### src/rtl/io_word_uart_tx.sv
// -----------------------------------------------------------------------------
// io_word_uart_tx
//
// Reports the processor's memory-mapped IO word to the AVR over a plain 8N1
// serial line. Each time the word changes, the block sends a 5-byte frame:
//     HEADER, word[7:0], word[15:8], word[23:16], word[31:24]
// Every byte is LSB first, with one start bit (0) and one stop bit (1).
// Before each byte the block waits until the AVR's receive-buffer-full flag is
// clear. The processor is never stalled. Changes that arrive during a frame
// are merged, so only the newest value is sent when the frame ends.
//
// Parameters
//   CLK_RATE  clock frequency in Hz
//   BAUD      serial bit rate; CLK_RATE/BAUD must be an integer >= 2
//   HEADER    frame sync byte
//
// Ports
//   clk          in   system clock; all state updates on the rising edge
//   rst          in   synchronous, active-high reset
//   io_word      in   [31:0] memory-mapped IO word from the processor
//   avr_rx_busy  in   AVR receive buffer full (asynchronous, synchronised here)
//   tx           out  serial data to the AVR, idle high (registered)
//   busy         out  high while a frame is in progress (registered)
// -----------------------------------------------------------------------------
module io_word_uart_tx #(
    parameter int          CLK_RATE = 50000000,
    parameter int          BAUD     = 500000,
    parameter logic [7:0]  HEADER   = 8'hA5
) (
    input  logic        clk,
    input  logic        rst,
    input  logic [31:0] io_word,
    input  logic        avr_rx_busy,
    output logic        tx,
    output logic        busy
);

    localparam int CLKS_PER_BIT = CLK_RATE / BAUD;
    localparam int BAUD_W       = (CLKS_PER_BIT > 2) ? $clog2(CLKS_PER_BIT) : 1;
    localparam int SYNC_STAGES  = 2;
    localparam int FRAME_BYTES  = 5;

    localparam logic [BAUD_W-1:0] BAUD_LAST = BAUD_W'(CLKS_PER_BIT - 1);
    localparam logic [2:0]        LAST_BYTE = 3'(FRAME_BYTES - 1);

    // Stop elaboration when the bit period cannot be a whole number of
    // clocks, or is too short for the counter scheme.
    if ((CLK_RATE % BAUD) != 0 || CLKS_PER_BIT < 2) begin : g_bad_rate
        $error("io_word_uart_tx: CLK_RATE/BAUD must be an integer >= 2");
    end

    typedef enum logic [2:0] {
        S_IDLE,
        S_WAIT_READY,
        S_START,
        S_DATA,
        S_STOP
    } state_t;

    // -------------------------------------------------------------------------
    // State
    // -------------------------------------------------------------------------
    state_t                 state_q,     state_d;
    logic [31:0]            last_sent_q, last_sent_d;
    logic [31:0]            snap_q,      snap_d;
    logic [BAUD_W-1:0]      baud_q,      baud_d;
    logic [2:0]             bit_q,       bit_d;
    logic [2:0]             byte_q,      byte_d;
    logic [SYNC_STAGES-1:0] sync_q,      sync_d;
    logic                   tx_q,        tx_d;
    logic                   busy_q,      busy_d;

    logic                   avr_busy_sync;
    logic                   baud_last;
    logic [7:0]             cur_byte;
    logic [7:0]             frame_bytes [FRAME_BYTES];

    // -------------------------------------------------------------------------
    // Busy synchroniser. Each stage takes the previous one. After reset all
    // stages read 1, so the AVR counts as busy until a real 0 has passed
    // through the whole chain.
    // -------------------------------------------------------------------------
    genvar gi;
    for (gi = 0; gi < SYNC_STAGES; gi++) begin : g_sync
        if (gi == 0) begin : g_first
            assign sync_d[gi] = avr_rx_busy;
        end else begin : g_next
            assign sync_d[gi] = sync_q[gi-1];
        end
    end

    assign avr_busy_sync = sync_q[SYNC_STAGES-1];

    // -------------------------------------------------------------------------
    // Frame byte table. Slot 0 is the sync byte. Slots 1..4 are the
    // snapshot, least significant byte first.
    // -------------------------------------------------------------------------
    for (gi = 0; gi < FRAME_BYTES; gi++) begin : g_frame
        if (gi == 0) begin : g_hdr
            assign frame_bytes[gi] = HEADER;
        end else begin : g_data
            assign frame_bytes[gi] = snap_q[8*gi-8 +: 8];
        end
    end

    always_comb begin
        cur_byte = HEADER;
        case (byte_q)
            3'd0:    cur_byte = frame_bytes[0];
            3'd1:    cur_byte = frame_bytes[1];
            3'd2:    cur_byte = frame_bytes[2];
            3'd3:    cur_byte = frame_bytes[3];
            3'd4:    cur_byte = frame_bytes[4];
            default: cur_byte = HEADER;
        endcase
    end

    assign baud_last = (baud_q == BAUD_LAST);

    // -------------------------------------------------------------------------
    // Next-state logic.
    // tx_d and busy_d come from the current state, not the next state. As a
    // result the outputs follow the state by one clock and depend only on
    // flops. The lag is the same for every bit, so bit widths are unchanged.
    // -------------------------------------------------------------------------
    always_comb begin
        state_d     = state_q;
        last_sent_d = last_sent_q;
        snap_d      = snap_q;
        baud_d      = baud_q;
        bit_d       = bit_q;
        byte_d      = byte_q;
        tx_d        = 1'b1;
        busy_d      = (state_q != S_IDLE);

        case (state_q)
            S_IDLE: begin
                // io_word is sampled only here. Values that come and go
                // during a frame are never seen, so only the newest is sent.
                if (io_word != last_sent_q) begin
                    snap_d      = io_word;
                    last_sent_d = io_word;
                    byte_d      = 3'd0;
                    state_d     = S_WAIT_READY;
                end
            end

            S_WAIT_READY: begin
                // The AVR flag is checked only between bytes. Once a byte
                // has started, it always finishes.
                if (!avr_busy_sync) begin
                    baud_d  = '0;
                    state_d = S_START;
                end
            end

            S_START: begin
                tx_d = 1'b0;
                if (baud_last) begin
                    baud_d  = '0;
                    bit_d   = 3'd0;
                    state_d = S_DATA;
                end else begin
                    baud_d = baud_q + 1'b1;
                end
            end

            S_DATA: begin
                tx_d = cur_byte[bit_q];
                if (baud_last) begin
                    baud_d = '0;
                    if (bit_q == 3'd7) begin
                        state_d = S_STOP;
                    end else begin
                        bit_d = bit_q + 3'd1;
                    end
                end else begin
                    baud_d = baud_q + 1'b1;
                end
            end

            S_STOP: begin
                tx_d = 1'b1;
                if (baud_last) begin
                    baud_d = '0;
                    if (byte_q < LAST_BYTE) begin
                        byte_d  = byte_q + 3'd1;
                        state_d = S_WAIT_READY;
                    end else begin
                        state_d = S_IDLE;
                    end
                end else begin
                    baud_d = baud_q + 1'b1;
                end
            end

            default: begin
                state_d = S_IDLE;
            end
        endcase
    end

    // -------------------------------------------------------------------------
    // All flops. Reset drops any partial byte and drives the line high on the
    // next edge. last_sent is cleared, so a nonzero io_word present at reset
    // release starts a fresh frame.
    // -------------------------------------------------------------------------
    always_ff @(posedge clk) begin
        if (rst) begin
            state_q     <= S_IDLE;
            last_sent_q <= '0;
            snap_q      <= '0;
            baud_q      <= '0;
            bit_q       <= '0;
            byte_q      <= '0;
            sync_q      <= '1;
            tx_q        <= 1'b1;
            busy_q      <= 1'b0;
        end else begin
            state_q     <= state_d;
            last_sent_q <= last_sent_d;
            snap_q      <= snap_d;
            baud_q      <= baud_d;
            bit_q       <= bit_d;
            byte_q      <= byte_d;
            sync_q      <= sync_d;
            tx_q        <= tx_d;
            busy_q      <= busy_d;
        end
    end

    assign tx   = tx_q;
    assign busy = busy_q;

endmodule
### config.mk
export PLATFORM = sky130hd
export DESIGN_NAME = io_word_uart_tx
export DESIGN_NICKNAME = d
export VERILOG_FILES = /design/src/rtl/io_word_uart_tx.sv
export SDC_FILE = /design/constraint.sdc
export NUM_CORES = 1
export LEC_CHECK = 0
export ABC_AREA = 1
export ABC_CLOCK_PERIOD_IN_PS = 1900
export CORE_MARGIN = 5
export CORE_UTILIZATION = 45
export DETAILED_ROUTE_END_ITERATION = 12
export PLACE_DENSITY = 0.64
export SETUP_SLACK_MARGIN = 0.2
export SYNTH_ARGS = -nofsm -noshare
export SYNTH_HDL_FRONTEND = slang
export SYNTH_SLANG_ARGS = --single-unit
### constraint.sdc
create_clock -name clk -period 1.9 [get_ports clk]
set_input_delay 0.19 -clock clk [delete_from_list [all_inputs] [get_ports clk]]
set_output_delay 0.19 -clock clk [all_outputs]
set_load 0.005 [all_outputs]
==> impl_metrics.json <==
{
  "critPathArrivalTime_ns": 1.81,
  "outcome": "complete, no violations",
  "ys_async_sr_fraction_pct": 0,
  "synth_area_leaders": "dfxtp_1, nand2_1, nor2_2",
  "startpoint_type": "register",
  "path_max_fanout": 8,
  "ys_warn_count": 0,
  "die_w_microns": 92.3,
  "critPathKind": "register to register",
  "period_share_pct": 84.5,
  "clockBufferDepth": 2,
  "synth_common_cells": "nand2_1, nor2_1, dfxtp_1",
  "floorplan.initialDensity_pct": 45.6,
  "grt_max_degree": 40,
  "r2r_slack_ns": 0.29,
  "drtPass1Iterations": 4,
  "synth_area_sq_mm": 0.00304,
  "rsz0062_at_grt": "true",
  "io_buffers": 36,
  "reg2reg_depth": 10,
  "grt_pass1_vias": 2551,
  "crit_required_ns": 2.11,
  "tightest_slew_ns": 0.394,
  "seq_area_frac_synth_pct": 34.2,
  "viasPerCell": 4.95,
  "pin_count": 37,
  "wl_microns": 7180,
  "path_clk_slew_ns": 0.09,
  "numCtsBuffers": 5,
  "num_vias": 2801,
  "synth_cell_type_count": 29,
  "area_growth_pct": 21.0,
  "antenna_cells": 0,
  "num_rows": 30,
  "hpwlAfterDp_microns": 5400,
  "cts_sinks": 52,
  "drc": 0,
  "maxSlewHeadroom_pct": 73.6,
  "cts_setup_buffers": 0,
  "synth_top_area_share_pct": 34.2,
  "ir_drop_v": 0.000570,
  "yosys.area.top_type": "dfxtp_1",
  "drive_gt1_share_pct": 19.3,
  "nets": 528,
  "utilization_pct": 55.1,
  "grtUsageTotal_pct": 17.3,
  "syn_inst": 447,
  "yosysMostFrequentCell": "nand2_1",
  "cts_root_buffer": "clkbuf_8",
  "syn_avg_cell_area_sq_um": 6.81,
  "syn_nets": 490,
  "die_y_microns": 92.3,
  "power_density_mw_per_mm2": 1320,
  "hold_viol": 0,
  "ant_nets": 0,
  "p_leak_uw": 0.00152,
  "slew_violations": 0,
  "routedWlPerCell_microns": 12.7,
  "gp_congestion": 0.875,
  "seq_area_sq_mm": 0.00106,
  "drt-initial-drc-count": 132,
  "antenna_found_initial": 0,
  "overflow": 0,
  "fin_skew_ns": 0.00834,
  "period_minus_slack_ns": 1.61,
  "cp-endpoint": "tx$_SDFF_PP1_",
  "regToRegEndpoint": "tx$_SDFF_PP1_",
  "hp-class": "register to register",
  "maxCapViolCount": 0,
  "max_clock_freq_mhz": 623,
  "r2r-start": "byte_q[0]$_SDFFE_PP0P_",
  "critPathLaunch": "byte_q[0]$_SDFFE_PP0P_",
  "fp.dieArea_sq_mm": 0.00851,
  "hold_buffers": 0,
  "setup_viol": 0,
  "grt_pass1_wl_microns": 11900,
  "htree_levels": 2,
  "synth_edf_count": 0,
  "ys_ff_latch": 52,
  "worstSetupEndpointType": "register",
  "total_power_uw": 4880,
  "core-area_sq_mm": 0.00668,
  "multi_input_area_sq_mm": 0.00179,
  "nFillCells": 645,
  "clock_latency_ns": 0.31,
  "cts_tree": "done",
  "synthFlopType": "dfxtp_1"
}
[layer usage]
| metal | vias to the layer above | wire (microns) | global-route usage [%] |
|---|---|---|---|
| met2 | 51 | 3540 | 30.2 |
| li1 | 1493 | - | - |
| met5 | - | 0 | 0 |
| met4 | 0 | 121 | 5.94 |
| met1 | 1245 | 3210 | 21.0 |
| met3 | 12 | 307 | 3.53 |
[flip-flops by register name, indices dropped and copies added, names as in the netlist]
| register | count |
|---|---|
| byte_q | 3 |
| baud_q | 7 |
| busy | 1 |
| snap_q | 32 |
| state_q | 3 |
| sync_q | 2 |
| bit_q | 3 |
| tx | 1 |
[area by class of cell]
class,count,share of cell area [%]
timing repair buffer,44,11.8
clock inverter,2,0.951
sequential,52,28.9
inverter,47,4.99
tap,80,2.72
multi-input combinational,335,48.7
clock buffer,6,1.97
[cell usage in the layout (no fill, tap or decap), types with 4 or more instances in the layout]
cell and n:
inv_2 4, dfxtp_1 34, nor2_1 53, nand4_1 6
ha_1 5, clkbuf_8 5, buf_6 4, nand3_1 15
o21ai_1 12, a211oi_1 4, nor2_2 37, xnor2_1 20
clkdlybuf4s50_1 36, nand2_1 102, inv_1 42, o21ai_0 31
buf_4 4, a21oi_1 24, dfxtp_2 18
[cell families after synthesis]
kind of cell	synth area share [%]
compound gates	13.2
xor+xnor	6.33
fa+ha+maj	3.29
buf+inv	9.08
flops	34.2
simple gates	34.0
[worst min path at each step]
stage / startpoint / end / slack [ns] / depth (start not counted)
2_1_floorplan: rst / bit_q[0]$_SDFFE_PP0P_ / 0.27 / 1
3_3_place_gp: sync_q[0]$_SDFF_PP1_ / sync_q[1]$_SDFF_PP1_ / 0.41 / 1
3_5_place_dp: sync_q[0]$_SDFF_PP1_ / sync_q[1]$_SDFF_PP1_ / 0.42 / 1
4_1_cts: avr_rx_busy / sync_q[0]$_SDFF_PP1_ / 0.44 / 2
5_1_grt: avr_rx_busy / sync_q[0]$_SDFF_PP1_ / 0.45 / 2
6_report: sync_q[0]$_SDFF_PP1_ / sync_q[1]$_SDFF_PP1_ / 0.43 / 1
[critical path: stages, from the launching register on]
cell     delay (ns)
dfxtp_2        0.35
ha_2           0.21
ha_4           0.19
a21oi_1        0.15
o21ai_0        0.10
o21ai_0        0.18
a21oi_1        0.09
nand2_1        0.06
nand2_1        0.04
nand2_1        0.06
nand2_1        0.05
[through the flow]
stage                     cells  TNS [ns]  cell area, sq um  worst slack (ns)  hold WS [ns]
after detailed placement    558    -0.743              3470           -0.0795         0.416
final                       566         0              3680             0.295         0.433
after global routing        566         0              3680             0.184         0.450
after CTS                   566         0              3580             0.201         0.438
after global placement      558    -0.535              3470           -0.0585         0.405
after floorplan             447         0              3040             0.351         0.268
[where the power goes]
group | switching, uW | total (uW) | internal [uW] | leakage, uW
Combinational | 1330 | 2260 | 930 | 0.00103
Clock | 376 | 768 | 392 | 0.0000552
Sequential | 385 | 1850 | 1460 | 0.000435
[what timing repair did]
action	CTS	global route
resized for setup	3	42
endpoints found under the setup margin	1	42
pin swaps	0	5
Power figures use the tool's default switching activity.
